**src/rtl/ladowanie_wsp_pkg.sv**
```systemverilog
// Shared FIR definitions for the coefficient loader: FSM states, widths,
// default sizes and the wsp_n range check.
package ladowanie_wsp_pkg;
  localparam int DATA_W_DEF  = 16;
  localparam int MAX_WSP_DEF = 32;
  localparam int CNT_W       = 6;
  localparam int ADDR_W      = 5;

  typedef enum logic [1:0] {
    IDLE   = 2'd0,
    LOAD   = 2'd1,
    COMMIT = 2'd2
  } state_t;

  function automatic logic n_ok(input logic [CNT_W-1:0] n, input int max_n);
    return (n != '0) && (int'(n) <= max_n);
  endfunction
endpackage

```
**src/rtl/ladowanie_wsp_if.sv**
```systemverilog
// Control and stream bundle of the coefficient loader. The master drives
// the requests; the slave (the loader) drives memory writes and status.
interface ladowanie_wsp_if import ladowanie_wsp_pkg::*; #(
  parameter int DATA_W = DATA_W_DEF
) ();
  logic              start;
  logic [CNT_W-1:0]  wsp_n;
  logic              abort;
  logic              in_valid;
  logic [DATA_W-1:0] in_data;
  logic              in_ready;
  logic              mem_we;
  logic [ADDR_W-1:0] mem_addr;
  logic [DATA_W-1:0] mem_wdata;
  logic              zapisz_wsp;
  logic [CNT_W-1:0]  wsp;
  logic              busy;
  logic              err;

  modport master (
    output start, wsp_n, abort, in_valid, in_data,
    input  in_ready, mem_we, mem_addr, mem_wdata, zapisz_wsp, wsp, busy, err
  );
  modport slave (
    input  start, wsp_n, abort, in_valid, in_data,
    output in_ready, mem_we, mem_addr, mem_wdata, zapisz_wsp, wsp, busy, err
  );
endinterface

```
**src/rtl/ladowanie_wsp_licznik_zapisu.sv**
```systemverilog
// Write pointer for the coefficient memory with its terminal-count flag.
// Clear has priority over increment, so the pointer never reaches count.
module licznik_zapisu #(
  parameter int ADDR_W = 5,
  parameter int CNT_W  = 6
) (
  input  logic              clk,
  input  logic              rst_n,
  input  logic              i_clr,
  input  logic              i_inc,
  input  logic [CNT_W-1:0]  i_count,
  output logic [ADDR_W-1:0] o_ptr,
  output logic              o_last
);
  logic [ADDR_W-1:0] r_ptr;

  always_ff @(posedge clk or negedge rst_n) begin
    if (!rst_n)     r_ptr <= '0;
    else if (i_clr) r_ptr <= '0;
    else if (i_inc) r_ptr <= r_ptr + 1'b1;
  end

  assign o_ptr  = r_ptr;
  assign o_last = (CNT_W'(r_ptr) == (i_count - CNT_W'(1)));
endmodule

```
**src/rtl/ladowanie_wsp.sv**
```systemverilog
// Coefficient loader: takes wsp_n words from the upstream stream, writes
// them to coefficient memory at 0..n-1, then strobes the committed count.
module ladowanie_wsp import ladowanie_wsp_pkg::*; #(
  parameter int DATA_W  = DATA_W_DEF,
  parameter int MAX_WSP = MAX_WSP_DEF
) (
  input logic              clk,
  input logic              rst_n,
  ladowanie_wsp_if.slave   bus
);
  state_t            r_state, w_state_nxt;
  logic [CNT_W-1:0]  r_count;
  logic [CNT_W-1:0]  r_wsp;
  logic              r_mem_we;
  logic [ADDR_W-1:0] r_mem_addr;
  logic [DATA_W-1:0] r_mem_wdata;
  logic              r_zapisz;
  logic              r_err;

  logic              w_idle, w_load, w_n_ok, w_accept, w_reject, w_xfer, w_last, w_clr;
  logic [ADDR_W-1:0] w_ptr;

  assign w_idle   = (r_state == IDLE);
  assign w_load   = (r_state == LOAD);
  assign w_n_ok   = n_ok(bus.wsp_n, MAX_WSP);
  assign w_accept = w_idle && bus.start && w_n_ok;
  assign w_reject = w_idle && bus.start && !w_n_ok;
  // abort wins over a same-cycle word so an aborted load never writes
  assign w_xfer   = w_load && bus.in_valid && !bus.abort;
  assign w_clr    = w_accept || (w_load && bus.abort) || (w_xfer && w_last);

  licznik_zapisu #(.ADDR_W(ADDR_W), .CNT_W(CNT_W)) u_licznik (
    .clk     (clk),
    .rst_n   (rst_n),
    .i_clr   (w_clr),
    .i_inc   (w_xfer),
    .i_count (r_count),
    .o_ptr   (w_ptr),
    .o_last  (w_last)
  );

  always_ff @(posedge clk or negedge rst_n) begin
    if (!rst_n) r_state <= IDLE;
    else        r_state <= w_state_nxt;
  end

  always_comb begin
    w_state_nxt = r_state;
    case (r_state)
      IDLE:    if (w_accept) w_state_nxt = LOAD;
      LOAD:    if (bus.abort) w_state_nxt = IDLE;
               else if (w_xfer && w_last) w_state_nxt = COMMIT;
      COMMIT:  w_state_nxt = IDLE;
      default: w_state_nxt = IDLE;
    endcase
  end

  always_ff @(posedge clk or negedge rst_n) begin
    if (!rst_n) begin
      r_count     <= '0;
      r_wsp       <= '0;
      r_mem_we    <= 1'b0;
      r_mem_addr  <= '0;
      r_mem_wdata <= '0;
      r_zapisz    <= 1'b0;
      r_err       <= 1'b0;
    end else begin
      r_mem_we <= w_xfer;
      r_zapisz <= (r_state == COMMIT);
      r_err    <= w_reject;
      if (w_accept) r_count <= bus.wsp_n;
      if (w_xfer) begin
        r_mem_addr  <= w_ptr;
        r_mem_wdata <= bus.in_data;
      end
      // the strobe lands one cycle after the final write, count alongside it
      if (r_state == COMMIT) r_wsp <= r_count;
    end
  end

  assign bus.in_ready   = w_load;
  assign bus.busy       = !w_idle;
  assign bus.mem_we     = r_mem_we;
  assign bus.mem_addr   = r_mem_addr;
  assign bus.mem_wdata  = r_mem_wdata;
  assign bus.zapisz_wsp = r_zapisz;
  assign bus.wsp        = r_wsp;
  assign bus.err        = r_err;
endmodule

```
**src/flat_wrapper.sv**
```systemverilog
// flat-port wrapper written by rule: the top's interface ports become plain ports
module ladowanie_wsp_flat import ladowanie_wsp_pkg::*;
#(
  parameter int DATA_W  = DATA_W_DEF,
  parameter int MAX_WSP = MAX_WSP_DEF
)
  (clk, rst_n, bus_start, bus_wsp_n, bus_abort, bus_in_valid, bus_in_data, bus_in_ready, bus_mem_we, bus_mem_addr, bus_mem_wdata, bus_zapisz_wsp, bus_wsp, bus_busy, bus_err);
  ladowanie_wsp_if #(.DATA_W(DATA_W)) bus_i ();
  input logic clk;
  input logic rst_n;
  input wire logic [$bits(bus_i.start)-1:0] bus_start;
  input wire logic [$bits(bus_i.wsp_n)-1:0] bus_wsp_n;
  input wire logic [$bits(bus_i.abort)-1:0] bus_abort;
  input wire logic [$bits(bus_i.in_valid)-1:0] bus_in_valid;
  input wire logic [$bits(bus_i.in_data)-1:0] bus_in_data;
  output wire logic [$bits(bus_i.in_ready)-1:0] bus_in_ready;
  output wire logic [$bits(bus_i.mem_we)-1:0] bus_mem_we;
  output wire logic [$bits(bus_i.mem_addr)-1:0] bus_mem_addr;
  output wire logic [$bits(bus_i.mem_wdata)-1:0] bus_mem_wdata;
  output wire logic [$bits(bus_i.zapisz_wsp)-1:0] bus_zapisz_wsp;
  output wire logic [$bits(bus_i.wsp)-1:0] bus_wsp;
  output wire logic [$bits(bus_i.busy)-1:0] bus_busy;
  output wire logic [$bits(bus_i.err)-1:0] bus_err;
  assign bus_i.start = bus_start;
  assign bus_i.wsp_n = bus_wsp_n;
  assign bus_i.abort = bus_abort;
  assign bus_i.in_valid = bus_in_valid;
  assign bus_i.in_data = bus_in_data;
  assign bus_in_ready = bus_i.in_ready;
  assign bus_mem_we = bus_i.mem_we;
  assign bus_mem_addr = bus_i.mem_addr;
  assign bus_mem_wdata = bus_i.mem_wdata;
  assign bus_zapisz_wsp = bus_i.zapisz_wsp;
  assign bus_wsp = bus_i.wsp;
  assign bus_busy = bus_i.busy;
  assign bus_err = bus_i.err;
  ladowanie_wsp #(.DATA_W(DATA_W), .MAX_WSP(MAX_WSP)) u_core (.clk(clk), .rst_n(rst_n), .bus(bus_i));
endmodule
```
**config.mk**
```make
export PLATFORM = sky130hd
export DESIGN_NAME = ladowanie_wsp_flat
export DESIGN_NICKNAME = d
export VERILOG_FILES = /design/src/rtl/ladowanie_wsp_pkg.sv /design/src/rtl/ladowanie_wsp_if.sv /design/src/rtl/ladowanie_wsp_licznik_zapisu.sv /design/src/rtl/ladowanie_wsp.sv /design/src/flat_wrapper.sv
export SDC_FILE = /design/constraint.sdc
export NUM_CORES = 1
export LEC_CHECK = 0
export BUFFER_PORTS_ARGS = -buffer_cell sky130_fd_sc_hd__buf_2
export CAP_MARGIN = 0
export CORE_ASPECT_RATIO = 0.7
export CORE_UTILIZATION = 51
export DETAILED_ROUTE_END_ITERATION = 16
export PLACE_DENSITY = 0.76
export SLEW_MARGIN = 25
export SYNTH_ARGS = -nofsm -noshare
export SYNTH_HDL_FRONTEND = slang
export SYNTH_SLANG_ARGS = --single-unit
```
**constraint.sdc**
```tcl
create_clock -name clk -period 3.18 [get_ports clk]
set_input_delay 0.795 -clock clk [delete_from_list [all_inputs] [get_ports clk]]
set_output_delay 0.795 -clock clk [all_outputs]
set_load 0.03 [all_outputs]
```
# --- Yosys cells after proc, flatten, opt, wreduce, memory -nomap -nowiden ---
# Cells that the tools add are included.
op_classes:
  mux: 6
  n_eq_ne: 5
  addsub: 2
  order_cmp: 1
  reduce_logical: 17
op_table:
  columns: ["op", "count"]
  rows:
  - ["$mux 5", 2]
  - ["$logic_and 1x1->1", 8]
  - ["$eq 5x6->1", 1]
  - ["$le 6x6->1 const B", 1]
  - ["$mux 2", 3]
  - ["$reduce_bool 6->1", 1]
  - ["$sub 6x1->6 const B", 1]
  - ["$add 5x1->5 const B", 1]
  - ["$pmux 2 s2", 1]
  - ["$logic_not 1->1", 3]
  - ["$ne 3x3->1 const B", 1]
  - ["$eq 2x1->1 const B", 1]
  - ["$eq 2x2->1 const B", 1]
  - ["$logic_not 2->1", 1]
  - ["$logic_or 1x1->1", 2]
  - ["$ne 2x2->1 const B", 1]
  - ["$reduce_and 2->1", 1]
  - ["$reduce_bool 2->1", 1]
word_totals:
  register_bits: 43
  in_bits: 27
  word_cells: 40
  output_inout_bits: 32

# --- Depth between registers and ports, before layout ---
depth:
  word_depth: 7
  depth_mapped: 6
  depth_no_buf: 6

# --- Modules after synthesis ---
# A second synthesis with hierarchy kept.
hier_totals:
  hier_cells: 137
  area_unflattened_um2: 1868.0
by_module_without_submodules:
  columns: ["module", "n_inst", "cells_per_inst", "area_each_um2"]
  rows:
  - ["ladowanie_wsp", 1, 99, 1517.7]
  - ["licznik_zapisu", 1, 38, 350.3]

# --- Worst setup path before layout ---
# OpenSTA, ideal clock, no wires.
synth_path:
  path_kind: "input-to-reg"
  startpoint: "input bus_wsp_n[0]"
  endpoint: "register u_core.r_count[2]"
  t_required_ns: 3.055
  slack_ns: 0.723
  setup_time_ns: 0.125
  cell_stages: 5
  n_path_buf: 1
  arrival_ns: 2.332
  path_cell_list: "or4_1 > o21a_1 > or3_1 > buf_6 > mux2_4"
synth_via:
  elab_chain_cells: 3
  elab_cells_between_ends: 4
synth_lines:
  columns: ["element", "line_no", "source"]
  rows:
  - ["start, declared", "flat_wrapper.sv:12", "input wire logic [$bits(bus_i.wsp_n)-1:0] bus_wsp_n;"]
  - ["$le 6x6->1 / $reduce_bool 6->1 (equally long branches)", "ladowanie_wsp_pkg.sv:16", "return (n != '0) && (int'(n) <= max_n);"]
  - ["$logic_and 1x1->1 (*)", "ladowanie_wsp_pkg.sv:16", null]
  - ["$logic_and 1x1->1 (*)", "ladowanie_wsp.sv:26", "assign w_accept = w_idle && bus.start && w_n_ok;"]
  - ["end signal, assigned", "ladowanie_wsp.sv:71", "if (w_accept) r_count <= bus.wsp_n;"]
  - ["end, declared", "ladowanie_wsp.sv:12", "logic [CNT_W-1:0] r_count;"]
# Every way passes the cells marked *; elsewhere a longest branch is shown, timed or not.
# A chain may end at the register's enable or synchronous reset.

# --- Worst setup path in the final report ---
layout_path:
  startpoint: "input bus_wsp_n[0]"
  endpoint: "register u_core.r_count[4]"
# The elaborated chain is that of the path after synthesis.

==> flow_summary.toml <==
[synthesis]
syn_area_per_cell_um2 = 13.33
syn_inst = 141
synth_cell_types = 33
synth_area_um2 = 1879
yosys_warnings = 0
ys_seq_area_frac = 0.5726
synth_fp_nets = 170
ys_ff_latch = 43

[floorplanning]
coreArea_um2 = 3513
die_y_um = 52.79
die_w_um = 74.56
num_rows = 18
dieArea_um2 = 3936
initial_core_util = 0.5349
ios = 59

[clock_tree]
cts_hold_buf = 0
clk_pin_slew_worst_paths_ns = 0.07
clock-sinks = 43
cts_tree = "yes"
h-tree-depth = 2
post_cts_buffers = 0
cts.path.max_buffers = 2
cts-buffers-inserted = 5
cts-root-buf = "clkbuf_8"
cts_resized = 0
clk_latency_ns = 0.29

[layout]
fillers = 278
layout-drive-gt1-share = 0.4926
nets = 231
area_growth_pct = 24.70
n_antenna_cell = 0

[global_routing]
antenna_found_initial = 0
grt_max_degree = 44
grt_usage = 0.1988
grt_first_pass_wirelength_um = 5630
grt_pass1_vias = 1202
grt-ovfl-total = 0

[critical_path]
cp-startpoint = "bus_wsp_n[0]"
start_kind = "input port"
end_kind = "register"
r2r-start = "u_core.r_count[0]"
critical_path_class = "input port to register"
critPathMaxFanout = 5
cp.arrival_ns = 2.51
cp.required_ns = 3.35

[sta]
setup_ws_ns = 0.8416
rsz0062_at_grt = "false"
finalCritPeriodShare = 0.7353
slew_viol_final = 0
fin_worst_skew_ns = 0.006449
fin_crit_ns = 2.338
fin_tns_setup_ns = 0
relSlewSlack = 0.4926
setup_viol = 0
worst_slew_pin_slew_ns = 0.7546
max_freq_mhz = 427.6
hold_viol = 0

[detailed_routing]
top_layer_used = "met4"
drt-initial-drc-count = 63
routedLengthMet1_um = 1610
vias_per_cell = 5.320
routed_wl_um = 3502
avgRoutedWirePerCell_um = 13.84
drc = 0
route.met2.wl_um = 1653
vias = 1346
ant_nets = 0
drt_first_pass_iters = 4
dr_wl_met3_um = 216

[place]
routabilityCongestion = 0.8239
place_hpwl_um = 2568
io_buffers = 58
post-place-ws_ns = 0.5526

[power]
vdd_drop_max_uv = 498.2
p_per_area_nw_per_um2 = 943.8
p_leak_nw = 1.181

[status]
outcome = "complete, no violations"

[worst_hold_path]
hold_class = "input port to asynchronous set/reset pin"

[flow_run]
drv_cap = 0
==> kinds of logic after synthesis <==
| kind of cell | after synthesis | synth area share |
|---|---|---|
| DFF | 43 | 0.5726 |
| muxes | 32 | 0.1991 |
| and+or+nand+nor | 30 | 0.08921 |
| AOI/OAI and AO/OA | 15 | 0.05926 |
| buffers and inverters | 10 | 0.02463 |
| xor gates and xnor gates | 9 | 0.04195 |
| adders and majority gates | 2 | 0.01331 |
==> where the power goes <==
part | internal (mW) | total [mW] | switching [mW]
logic | 0.378 | 0.955 | 0.577
clock network | 0.198 | 0.370 | 0.172
registers | 0.739 | 0.886 | 0.148
==> placed cells by master (no fill, tap or decap) <==
master	n
buf_2	58
dfrtp_1	43
mux2_2	27
clkbuf_8	7
nand2_1	6
xor2_1	6
a211oi_1	5
inv_1	4
nor2_1	4
nor3_1	4
mux2_4	4
xnor2_1	3
nand2b_1	3
nand4_1	3
nor2b_1	2
or4_1	2
o21a_1	2
nand3_1	2
o21ai_0	2
ha_1	2
nor4bb_4	1
or3_1	1
o41ai_1	1
a21oi_1	1
o211a_1	1
o311ai_0	1
nor4_2	1
o31ai_1	1
o32ai_1	1
and2_1	1
mux2i_1	1
clkbuf_1	1
buf_12	1
buf_4	1
==> metal layers <==
metal	track usage	up-vias
li1	-	632
met1	0.2693	662
met2	0.2958	48
met3	0.06154	4
met4	0.07862	0
met5	0	-
==> stage by stage <==
step | power, mW | hold slack (ns) | util | std cells | area (um^2)
2_1_floorplan | 1.570 | 0.4994 | - | 141 | 1879
3_3_place_gp | 1.818 | 0.4596 | 0.6328 | 244 | 2223
3_5_place_dp | 1.855 | 0.4768 | 0.6328 | 244 | 2223
4_1_cts | 2.225 | 0.4931 | 0.6613 | 252 | 2323
5_1_grt | 2.355 | 0.3731 | 0.6670 | 253 | 2344
6_report | 2.212 | 0.3792 | 0.6670 | 253 | 2344
==> final timing paths <==
kind                                             end  cells past startpoint  slack [ns]
max in group asynchronous  u_core.u_licznik.o_ptr[4]                      2        2.35
min reg2reg                        u_core.bus.wsp[1]                      2        0.49
min                                u_core.bus.wsp[3]                      1        0.38
max reg2reg                u_core.u_licznik.o_ptr[4]                      6        1.14
min in group clk                   u_core.bus.wsp[1]                      2        0.49
max                                u_core.r_count[4]                      5        0.84
==> area by class of cell <==
class | instances | area, um^2 | share of cell area
clock buffers | 8 | 100.1 | 0.04271
inverters | 4 | 15.01 | 0.006407
multi-input cells | 88 | 772.0 | 0.3294
flip-flops and latches | 43 | 1076 | 0.4592
well taps | 50 | 62.56 | 0.02670
repair buffers | 60 | 317.8 | 0.1356
==> cells in the mapped netlist, drive strengths merged <==
library cell | count | area (um^2)
a211oi | 5 | 37.54
a21oi | 1 | 5.000
and2 | 1 | 6.260
buf | 4 | 23.77
clkbuf | 2 | 7.510
dfrtp | 43 | 1076
ha | 2 | 25.02
inv | 4 | 15.01
mux2 | 31 | 364.1
mux2i | 1 | 10.01
nand2 | 6 | 22.52
nand2b | 3 | 18.77
nand3 | 2 | 10.01
nand4 | 3 | 18.77
nor2 | 4 | 15.01
nor2b | 2 | 12.51
nor3 | 4 | 20.02
nor4 | 1 | 12.51
nor4bb | 1 | 10.01
o211a | 1 | 10.01
o21a | 2 | 15.01
o21ai | 2 | 10.01
o311ai | 1 | 8.760
o31ai | 1 | 7.510
o32ai | 1 | 8.760
o41ai | 1 | 8.760
or3 | 1 | 6.260
or4 | 2 | 15.01
xnor2 | 3 | 26.28
xor2 | 6 | 52.55
==> critical path: stages <==
cell    delay [ns]
buf_2         0.10
or4_1         0.54
o21a_1        0.22
or3_1         0.51
mux2_4        0.34
==> sequential cells by signal, summed over array words and instances (netlist names), 2 cells and up <==
register / count
u_core.bus.wsp: 6
u_core.bus.mem_addr: 5
u_core.u_licznik.o_ptr: 5
u_core.r_count: 6
u_core.r_state: 2
u_core.bus.mem_wdata: 16
(Power assumes the default switching activity.)
